**config.mk**
```make
export PLATFORM = sky130hd
export DESIGN_NAME = wb_stage
export DESIGN_NICKNAME = d
export VERILOG_FILES = /design/src/rtl/wb_stage_pkg.sv /design/src/rtl/wb_lane_reg.sv /design/src/rtl/wb_stage.sv
export SDC_FILE = /design/constraint.sdc
export NUM_CORES = 1
export LEC_CHECK = 0
export CAP_MARGIN = 40
export CORE_AREA = 2 2 314 316
export CTS_CLUSTER_SIZE = 20
export DETAILED_ROUTE_END_ITERATION = 8
export DIE_AREA = 0 0 316 318
export SETUP_SLACK_MARGIN = 0.02
export SYNTH_ARGS = -nofsm -noshare
export SYNTH_HDL_FRONTEND = slang
export SYNTH_SLANG_ARGS = --single-unit
export TNS_END_PERCENT = 5
```
**constraint.sdc**
```tcl
create_clock -name clk -period 1.8 [get_ports clk]
set_input_delay 0.36 -clock clk [delete_from_list [all_inputs] [get_ports clk]]
set_output_delay 0.36 -clock clk [all_outputs]
set_load 0.01 [all_outputs]
```
**src/rtl/wb_stage_pkg.sv**
```systemverilog
// Shared definitions for the writeback stage and its neighbours (mem, commit ctrl).
// Holds lane/width constants, exception-source slot indices and the per-lane
// commit record so every stage agrees on field packing.
package wb_stage_pkg;

  localparam int unsigned LANES    = 2;
  localparam int unsigned CAUSE_W  = 7;
  localparam int unsigned NSRC     = 6;
  localparam int unsigned XLEN     = 32;
  localparam int unsigned REG_AW   = 5;
  localparam int unsigned CSR_AW   = 14;
  localparam int unsigned EXCP_W   = NSRC;
  localparam int unsigned CAUSE_LW = NSRC * CAUSE_W;

  // Exception-source slot indices within a lane's excp/cause fields.
  localparam int unsigned SRC_COMMIT   = 0;
  localparam int unsigned SRC_EXECUTE  = 1;
  localparam int unsigned SRC_DISPATCH = 2;
  localparam int unsigned SRC_DECODER  = 3;
  localparam int unsigned SRC_INSTBUF  = 4;
  localparam int unsigned SRC_PC       = 5;

  // One lane's commit record as carried from mem to the commit controller.
  typedef struct packed {
    logic                valid;
    logic [XLEN-1:0]     pc;
    logic [XLEN-1:0]     addr;
    logic                reg_we;
    logic [REG_AW-1:0]   reg_waddr;
    logic [XLEN-1:0]     reg_wdata;
    logic                csr_we;
    logic [CSR_AW-1:0]   csr_waddr;
    logic [XLEN-1:0]     csr_wdata;
    logic                llsc;
    logic                idle;
    logic                ertn;
    logic                priv;
    logic [EXCP_W-1:0]   excp;
    logic [CAUSE_LW-1:0] cause;
  } wb_lane_t;

  localparam int unsigned LANE_W = $bits(wb_lane_t);

  // Zero every field that can cause an architectural effect; data is left stale.
  function automatic wb_lane_t clear_side(input wb_lane_t r);
    wb_lane_t c;
    c        = r;
    c.valid  = 1'b0;
    c.reg_we = 1'b0;
    c.csr_we = 1'b0;
    c.llsc   = 1'b0;
    c.idle   = 1'b0;
    c.ertn   = 1'b0;
    c.priv   = 1'b0;
    c.excp   = '0;
    return c;
  endfunction

endpackage

```
**src/rtl/wb_lane_reg.sv**
```systemverilog
// One lane's writeback register slice.
// Ports: clk, rst (sync, active-low), clear (zero sideband), hold (keep),
//        load (capture d), d (mem record), q (registered record).
// Priority: reset > clear > hold > load. Invalid lanes are stored with their
// sideband already zeroed so consumers need not re-check valid.
module wb_lane_reg
  import wb_stage_pkg::*;
(
  input  logic              clk,
  input  logic              rst,
  input  logic              clear,
  input  logic              hold,
  input  logic              load,
  input  logic [LANE_W-1:0] d,
  output logic [LANE_W-1:0] q
);

  wb_lane_t d_s;
  wb_lane_t q_r;

  assign d_s = wb_lane_t'(d);
  assign q   = q_r;

  always_ff @(posedge clk) begin
    if (!rst) begin
      q_r <= '0;
    end else if (clear) begin
      q_r <= clear_side(q_r);
    end else if (!hold && load) begin
      q_r <= d_s.valid ? d_s : clear_side(d_s);
    end
  end

endmodule

```
**src/rtl/wb_stage.sv**
```systemverilog
// Dual-lane writeback pipeline register between mem and the commit controller.
// Inputs : clk, rst (sync active-low), flush_wb, pause_wb, pause_mem, mem_*_i
//          per-lane fields packed {lane1, lane0}.
// Outputs: wb_*_o registered copies of mem_*_i, wb_any_valid_o = |wb_valid_o.
// Optional: define WB_STAGE_DIFFTEST_EN to add wb_commit_cnt_o, wb_commit_pc_o,
//           wb_commit_v_o (committed-instruction count and delayed commit trace).
module wb_stage
  import wb_stage_pkg::*;
(
  input  logic                        clk,
  input  logic                        rst,
  input  logic                        flush_wb,
  input  logic                        pause_wb,
  input  logic                        pause_mem,
  input  logic [LANES-1:0]            mem_valid_i,
  input  logic [LANES*XLEN-1:0]       mem_pc_i,
  input  logic [LANES*XLEN-1:0]       mem_addr_i,
  input  logic [LANES-1:0]            mem_reg_we_i,
  input  logic [LANES*REG_AW-1:0]     mem_reg_waddr_i,
  input  logic [LANES*XLEN-1:0]       mem_reg_wdata_i,
  input  logic [LANES-1:0]            mem_csr_we_i,
  input  logic [LANES*CSR_AW-1:0]     mem_csr_waddr_i,
  input  logic [LANES*XLEN-1:0]       mem_csr_wdata_i,
  input  logic [LANES-1:0]            mem_llsc_i,
  input  logic [LANES-1:0]            mem_idle_i,
  input  logic [LANES-1:0]            mem_ertn_i,
  input  logic [LANES-1:0]            mem_priv_i,
  input  logic [LANES*EXCP_W-1:0]     mem_excp_i,
  input  logic [LANES*CAUSE_LW-1:0]   mem_cause_i,
  output logic [LANES-1:0]            wb_valid_o,
  output logic [LANES*XLEN-1:0]       wb_pc_o,
  output logic [LANES*XLEN-1:0]       wb_addr_o,
  output logic [LANES-1:0]            wb_reg_we_o,
  output logic [LANES*REG_AW-1:0]     wb_reg_waddr_o,
  output logic [LANES*XLEN-1:0]       wb_reg_wdata_o,
  output logic [LANES-1:0]            wb_csr_we_o,
  output logic [LANES*CSR_AW-1:0]     wb_csr_waddr_o,
  output logic [LANES*XLEN-1:0]       wb_csr_wdata_o,
  output logic [LANES-1:0]            wb_llsc_o,
  output logic [LANES-1:0]            wb_idle_o,
  output logic [LANES-1:0]            wb_ertn_o,
  output logic [LANES-1:0]            wb_priv_o,
  output logic [LANES*EXCP_W-1:0]     wb_excp_o,
  output logic [LANES*CAUSE_LW-1:0]   wb_cause_o,
  output logic                        wb_any_valid_o
`ifdef WB_STAGE_DIFFTEST_EN
  ,
  output logic [31:0]                 wb_commit_cnt_o,
  output logic [LANES*XLEN-1:0]       wb_commit_pc_o,
  output logic [LANES-1:0]            wb_commit_v_o
`endif
);

  // A stalled mem must not be captured twice, so it inserts a bubble like a flush.
  logic clear_c;
  logic hold_c;
  logic load_c;

  assign clear_c = flush_wb | (pause_mem & ~pause_wb);
  assign hold_c  = pause_wb;
  assign load_c  = ~pause_mem;

  wb_lane_t lane_d [LANES];
  wb_lane_t lane_q [LANES];

  for (genvar i = 0; i < LANES; i++) begin : g_lane
    assign lane_d[i] = '{
      valid:     mem_valid_i[i],
      pc:        mem_pc_i[i*XLEN +: XLEN],
      addr:      mem_addr_i[i*XLEN +: XLEN],
      reg_we:    mem_reg_we_i[i],
      reg_waddr: mem_reg_waddr_i[i*REG_AW +: REG_AW],
      reg_wdata: mem_reg_wdata_i[i*XLEN +: XLEN],
      csr_we:    mem_csr_we_i[i],
      csr_waddr: mem_csr_waddr_i[i*CSR_AW +: CSR_AW],
      csr_wdata: mem_csr_wdata_i[i*XLEN +: XLEN],
      llsc:      mem_llsc_i[i],
      idle:      mem_idle_i[i],
      ertn:      mem_ertn_i[i],
      priv:      mem_priv_i[i],
      excp:      mem_excp_i[i*EXCP_W +: EXCP_W],
      cause:     mem_cause_i[i*CAUSE_LW +: CAUSE_LW]
    };

    wb_lane_reg u_lane (
      .clk   (clk),
      .rst   (rst),
      .clear (clear_c),
      .hold  (hold_c),
      .load  (load_c),
      .d     (lane_d[i]),
      .q     (lane_q[i])
    );

    assign wb_valid_o[i]                          = lane_q[i].valid;
    assign wb_pc_o[i*XLEN +: XLEN]                = lane_q[i].pc;
    assign wb_addr_o[i*XLEN +: XLEN]              = lane_q[i].addr;
    assign wb_reg_we_o[i]                         = lane_q[i].reg_we;
    assign wb_reg_waddr_o[i*REG_AW +: REG_AW]     = lane_q[i].reg_waddr;
    assign wb_reg_wdata_o[i*XLEN +: XLEN]         = lane_q[i].reg_wdata;
    assign wb_csr_we_o[i]                         = lane_q[i].csr_we;
    assign wb_csr_waddr_o[i*CSR_AW +: CSR_AW]     = lane_q[i].csr_waddr;
    assign wb_csr_wdata_o[i*XLEN +: XLEN]         = lane_q[i].csr_wdata;
    assign wb_llsc_o[i]                           = lane_q[i].llsc;
    assign wb_idle_o[i]                           = lane_q[i].idle;
    assign wb_ertn_o[i]                           = lane_q[i].ertn;
    assign wb_priv_o[i]                           = lane_q[i].priv;
    assign wb_excp_o[i*EXCP_W +: EXCP_W]          = lane_q[i].excp;
    assign wb_cause_o[i*CAUSE_LW +: CAUSE_LW]     = lane_q[i].cause;
  end

  assign wb_any_valid_o = |wb_valid_o;

`ifdef WB_STAGE_DIFFTEST_EN
  // Lanes presented this cycle that actually retire: valid, not held, no exception.
  logic [LANES-1:0] commit_c;
  logic [1:0]       commit_n_c;

  for (genvar i = 0; i < LANES; i++) begin : g_commit
    assign commit_c[i] = lane_q[i].valid & ~pause_wb & ~(|lane_q[i].excp);
  end

  assign commit_n_c = {1'b0, commit_c[0]} + {1'b0, commit_c[1]};

  always_ff @(posedge clk) begin
    if (!rst) begin
      wb_commit_cnt_o <= '0;
      wb_commit_pc_o  <= '0;
      wb_commit_v_o   <= '0;
    end else begin
      wb_commit_cnt_o <= wb_commit_cnt_o + 32'(commit_n_c);
      wb_commit_pc_o  <= wb_pc_o;
      wb_commit_v_o   <= commit_c;
    end
  end
`endif

endmodule

```
**Word level (Yosys, flattened, before mapping)**

Index checks and enable logic that the tools add are counted.

- Bits in registers: 404
- Input bits: 409

- Multiplexer cells: 2
- Bitwise operators: 6
- Reduce and logical (&&, ||, !) cells: 5

Operators with widths:

| operator | number |
|---|---|
| 202-bit 2-to-1 mux | 2 |
| 1-bit NOT | 4 |
| 2-bit OR reduction | 2 |
| 2-bit AND reduction | 1 |
| 1-bit AND | 1 |
| 1-bit logical AND | 1 |
| 1-bit zero test | 1 |
| 1-bit bitwise OR | 1 |

**Logic depth before layout (Yosys ltp)**

- Depth in word-level cells: 5
- Gate-level depth with buffers: 6
- Gate-level depth less buffers: 2

**Cells and area by module**

A second synthesis with hierarchy kept.

- Cells, all modules: 1805
- Area, all modules: 15061.9 um2

By module, submodules not included:

| module | instances | cells each | area each (um2) | sequential area each (um2) |
|---|---|---|---|---|
| wb_lane_reg | 2 | 901 | 7522.2 | 4043.9 |
| wb_stage | 1 | 3 | 17.5 | 0.0 |

**Least setup slack after synthesis**

Ideal clock, no wire load.

- Path kind: input-to-reg
- Start: in pause_mem
- End: reg g_lane[1].u_lane.q_r (netlist bit g_lane[1].u_lane.q[137])
- Arrival time: 1.309 ns
- Required time: 1.728 ns
- Slack: 0.420 ns
- Stages: 6
- Path buffers: 4
- Cell sequence: buf_6 -> nor3_2 -> buf_4 -> buf_6 -> buf_6 -> mux2i_1

- Longest elaborated chain between the ends: 4
- Elaborated cells on any way between the ends: 6

RTL lines:

| item | RTL line | RTL |
|---|---|---|
| from (decl) | wb_stage.sv:14 | `input logic pause_mem,` |
| 1-bit AND | wb_stage.sv:59 | `assign clear_c = flush_wb \| (pause_mem & ~pause_wb);` |
| 1-bit bitwise OR | wb_stage.sv:59 |  |
| 1-bit NOT (no line) | -- |  |
| 2-bit AND reduction (no line) (*) | -- |  |
| to (signal assigned) | wb_lane_reg.sv:28 | `q_r <= clear_side(q_r);` |
| to (signal assigned) | wb_lane_reg.sv:30 | `q_r <= d_s.valid ? d_s : clear_side(d_s);` |
| to (decl) | wb_lane_reg.sv:19 | `wb_lane_t q_r;` |

Every way passes the cells marked *; elsewhere a longest branch is shown, timed or not.
A chain may end at the register's enable or synchronous reset.

**Worst setup path after layout**

- Start: reg g_lane[1].u_lane.q_r (netlist bit g_lane[1].u_lane.q[201])
- End: out wb_any_valid_o

- Longest elaborated chain between the ends: 1

RTL lines:

| item | RTL line | RTL |
|---|---|---|
| 2-bit OR reduction | wb_stage.sv:112 | `assign wb_any_valid_o = \|wb_valid_o;` |
| to (decl) | wb_stage.sv:45 | `output logic wb_any_valid_o` |

Every way passes these cells.

==> metrics.md <==
| Metric | Value |
|---|---|
| Status | `finished clean` |
| Avg WL per Cell | `15.5 um` |
| Reg-to-Reg Start | `g_lane[1].u_lane.q[201]` |
| Sequential fraction of the synthesis area | `49.6%` |
| CP Capture Type | `output pin` |
| Clock buffer depth | `3` |
| Area occupied by multi-input gates | `approximately 7300 sq um` |
| Max-Slew Margin vs Limit | `just over 70%` |
| Die width | `between 300 and 400 um` |
| Count of final max-slew check failures | `0` |
| P_leak | `between 10 and 15 nW` |
| Yosys cell types | `18` |
| DR iter-0 viols | `between 500 and 600` |
| Reg2reg setup slack | `about 0.90 ns` |
| Initial antenna violation count | `2` |
| Cts bufs inserted | `49` |
| Vias in the first global route | `between 10000 and 15000` |
| DRC viols | `0` |
| Req. time, crit path | `between 1 and 1.5 ns` |
| Top cell family by delay on the critical path | `flip-flops` |
| Main synth FF type | `dfxtp_1` |
| Die area | `~100000 sq um` |
| Clock skew | `0 ns` |
| Post-Syn Area | `between 15000 and 20000 sq um` |
| Final wirelength | `between 60000 and 70000 um` |
| Area growth, synth to finish | `66.1%` |
| GRT Resource Usage Total | `between 10 and 15%` |
| Post-synth ARST share | `0%` |
| CTS tree | `built` |
| I/O pin total | `814` |
| Yosys reg bits | `between 400 and 500` |
| Critical-path top delay cell | `dfxtp_1` |
| Gp weighted congestion | `between 0.8 and 0.9` |
| Largest net degree at the start of global routing | `73` |
| Worst-Skew Late Latency | `around 0.59 ns` |
| Synth Warn # | `0` |
| Slew at the pin closest to its max-slew limit | `about 0.4 ns` |
| Die Ht | `roughly 320 um` |
| NumNets Final | `slightly below 3000` |
| Arr. time, crit path | `1.35 ns` |
| Filler instances | `about 10000` |
| CP Max Fanout | `2` |
| Clock-pin slew on the worst setup and hold paths | `roughly 0.060 ns` |
| Final core occ | `about 28%` |
| Worst-path cell chain | `or2_2 -> buf_2` |
| H-tree depth | `2` |
| Max reg flops | `around 400` |
| Via density per instance | `approximately 3.8` |
| Max-cap violations | `0` |
| Final setup violation count | `0` |
| Post-detail-place hpwl | `about 46000 um` |
| Min Clock Period, post-route | `roughly 1.7 ns` |
| Via Count | `between 10000 and 15000` |
| CORE AREA | `just under 100000 sq um` |
| Post-route insts no fill | `3900` |
| Startpoint types | `flop` |
| Setup TNS | `0 ns` |
| First-pass GRT wire length | `89500 um` |
| Post-DRT Antenna Nets | `0` |
| Initial Utilization | `between 15 and 20%` |
| Hold Path End | `g_lane[1].u_lane.q[23]` |
| Final hold violations | `0` |
| Layout cells sized above 1 | `6.74%` |
| Cells after DPL | `3810` |
| Sink Count | `approximately 400` |
| Register area | `roughly 8100 sq um` |
| R2R depth | `3` |
| RSZ-0062 raised after global routing | `false` |
| Top achievable clock speed | `~0.58 GHz` |
| Tcrit/Tclk final | `between 90% and 100%` |
| Std cell rows | `between 100 and 150` |
| CP bufs+invs | `1` |
| PwrDens | `just over 800 nW/um^2` |
| DRT Pass-1 Iters | `5` |
| Peak supply drop | `0.555 mV` |
| Hold Path Class | `input port to flop` |
| CTS Root Cell | `clkbuf_16` |
| Post-Synthesis Cells | `1765` |
| Slowest stage delay, CP | `~0.33 ns` |
| Number of synthesized flops with an enable pin | `0` |
| Total setup buffers inserted after CTS | `0` |
| Critical path class | `flop to output pin` |
| Avg Cell Area, Syn | `roughly 9 sq um` |
| Hold Path Depth | `3` |
| Worst hold path startpoint | `mem_cause_i[65]` |
| Congestion Overflow GR | `0` |
| Syn Nets | `~2200` |
| RR Endpoint | `g_lane[1].u_lane.q[201]` |
| IO Port Bufs | `between 800 and 900` |
[synthesized netlist by cell type (2+ instances only)]
cell type  instances  area, sq um
clkbuf_1          88          330
buf_4              7         52.6
dfxtp_1          404         8090
o21ai_0           23          115
nand4bb_1         24          270
a211oi_1          24          180
buf_2             13         65.1
nand2_1          756         2840
mux2i_1          378         3780
buf_6             14          158
buf_8             23          345
or3b_2             2         17.5
o21ai_1            3         15.0
a211oi_2           2         25.0
[worst register-to-register path: stages (launching register included)]
cell	delay, ns
dfxtp_1	0.36
buf_4	0.14
o21ai_0	0.09
a211oi_2	0.23
[kinds of logic after synthesis]
kind of cell    Yosys count  synth area share (%)
compound gates           52                  2.06
buf+inv                 145                  5.83
flops                   404                  49.6
mux                     378                  23.2
simple gates            786                  19.3
[layer usage]
layer	share of wire (%)	global-route usage [%]	wire, um
met1	38	12.1	23000
met2	50	20.5	29900
met3	9.5	4.36	5760
met4	2.9	3.70	1760
met5	0.018	0	11
[placed cells by master (no fill, tap or decap), drive strengths merged]
cell	instances
buf	92
mux2i	378
inv	3
clkinv	8
clkdlybuf4s50	407
nor2b	1
bufinv	3
dfxtp	404
clkbuf	73
o21ai	26
dlygate4sd3	1
clkdlybuf4s15	3
or2	1
nor3	1
nand4bb	24
clkinvlp	1
nand2	756
or3b	2
diode	1
dlygate4sd2	401
nand2b	1
a211oi	26
[area by class of cell]
| cell class | count | area share, % |
|---|---|---|
| Timing Repair Buffer | 904 | 31.5 |
| Sequential cell | 404 | 29.8 |
| Multi-Input combinational cell | 1216 | 26.9 |
| Tap cell | 1287 | 5.94 |
| Clock buffer | 73 | 5.23 |
| Clock inverter | 15 | 0.605 |
| Antenna cell | 1 | 0.00923 |
[power by group]
part | internal, W | switching, W
registers | 0.00925 | 0.000151
logic | 0.00156 | 0.00123
clock network | 0.00585 | 0.00405
total | 0.0167 | 0.00543
[metrics by stage]
| stage | setup WS, ns | cell area (sq um) | total power (W) | hold slack, ns |
|---|---|---|---|---|
| floorplan | 0.420 | 16300 | 0.0107 | 0.479 |
| CTS | 0.0221 | 27100 | 0.0225 | 0.241 |
| global route | 0.0227 | 27100 | 0.0231 | 0.270 |
| finish | 0.0866 | 27100 | 0.0221 | 0.307 |
| global placement | -0.212 | 26000 | 0.0126 | 0.442 |
| detailed placement | -0.239 | 26000 | 0.0126 | 0.447 |
[worst max-delay path by stage]
stage,cells past startpoint,endpoint,startpoint,slack [ns]
CTS,2,wb_any_valid_o,g_lane[1].u_lane.q[201],0.02
global route,2,wb_valid_o[1],g_lane[1].u_lane.q[201],0.02
finish,2,wb_any_valid_o,g_lane[1].u_lane.q[201],0.09
detailed placement,5,g_lane[0].u_lane.q[71],pause_mem,-0.24
global placement,5,g_lane[0].u_lane.q[71],flush_wb,-0.21
floorplan,6,g_lane[1].u_lane.q[137],pause_mem,0.42
[timing repair]
action                     in CTS  in global routing
hold endpoints to repair        1                  0
hold buffers                    1                  0
gates resized for setup       414                  0
setup endpoints to repair     405                  0
Power figures use the tool's default switching activity.
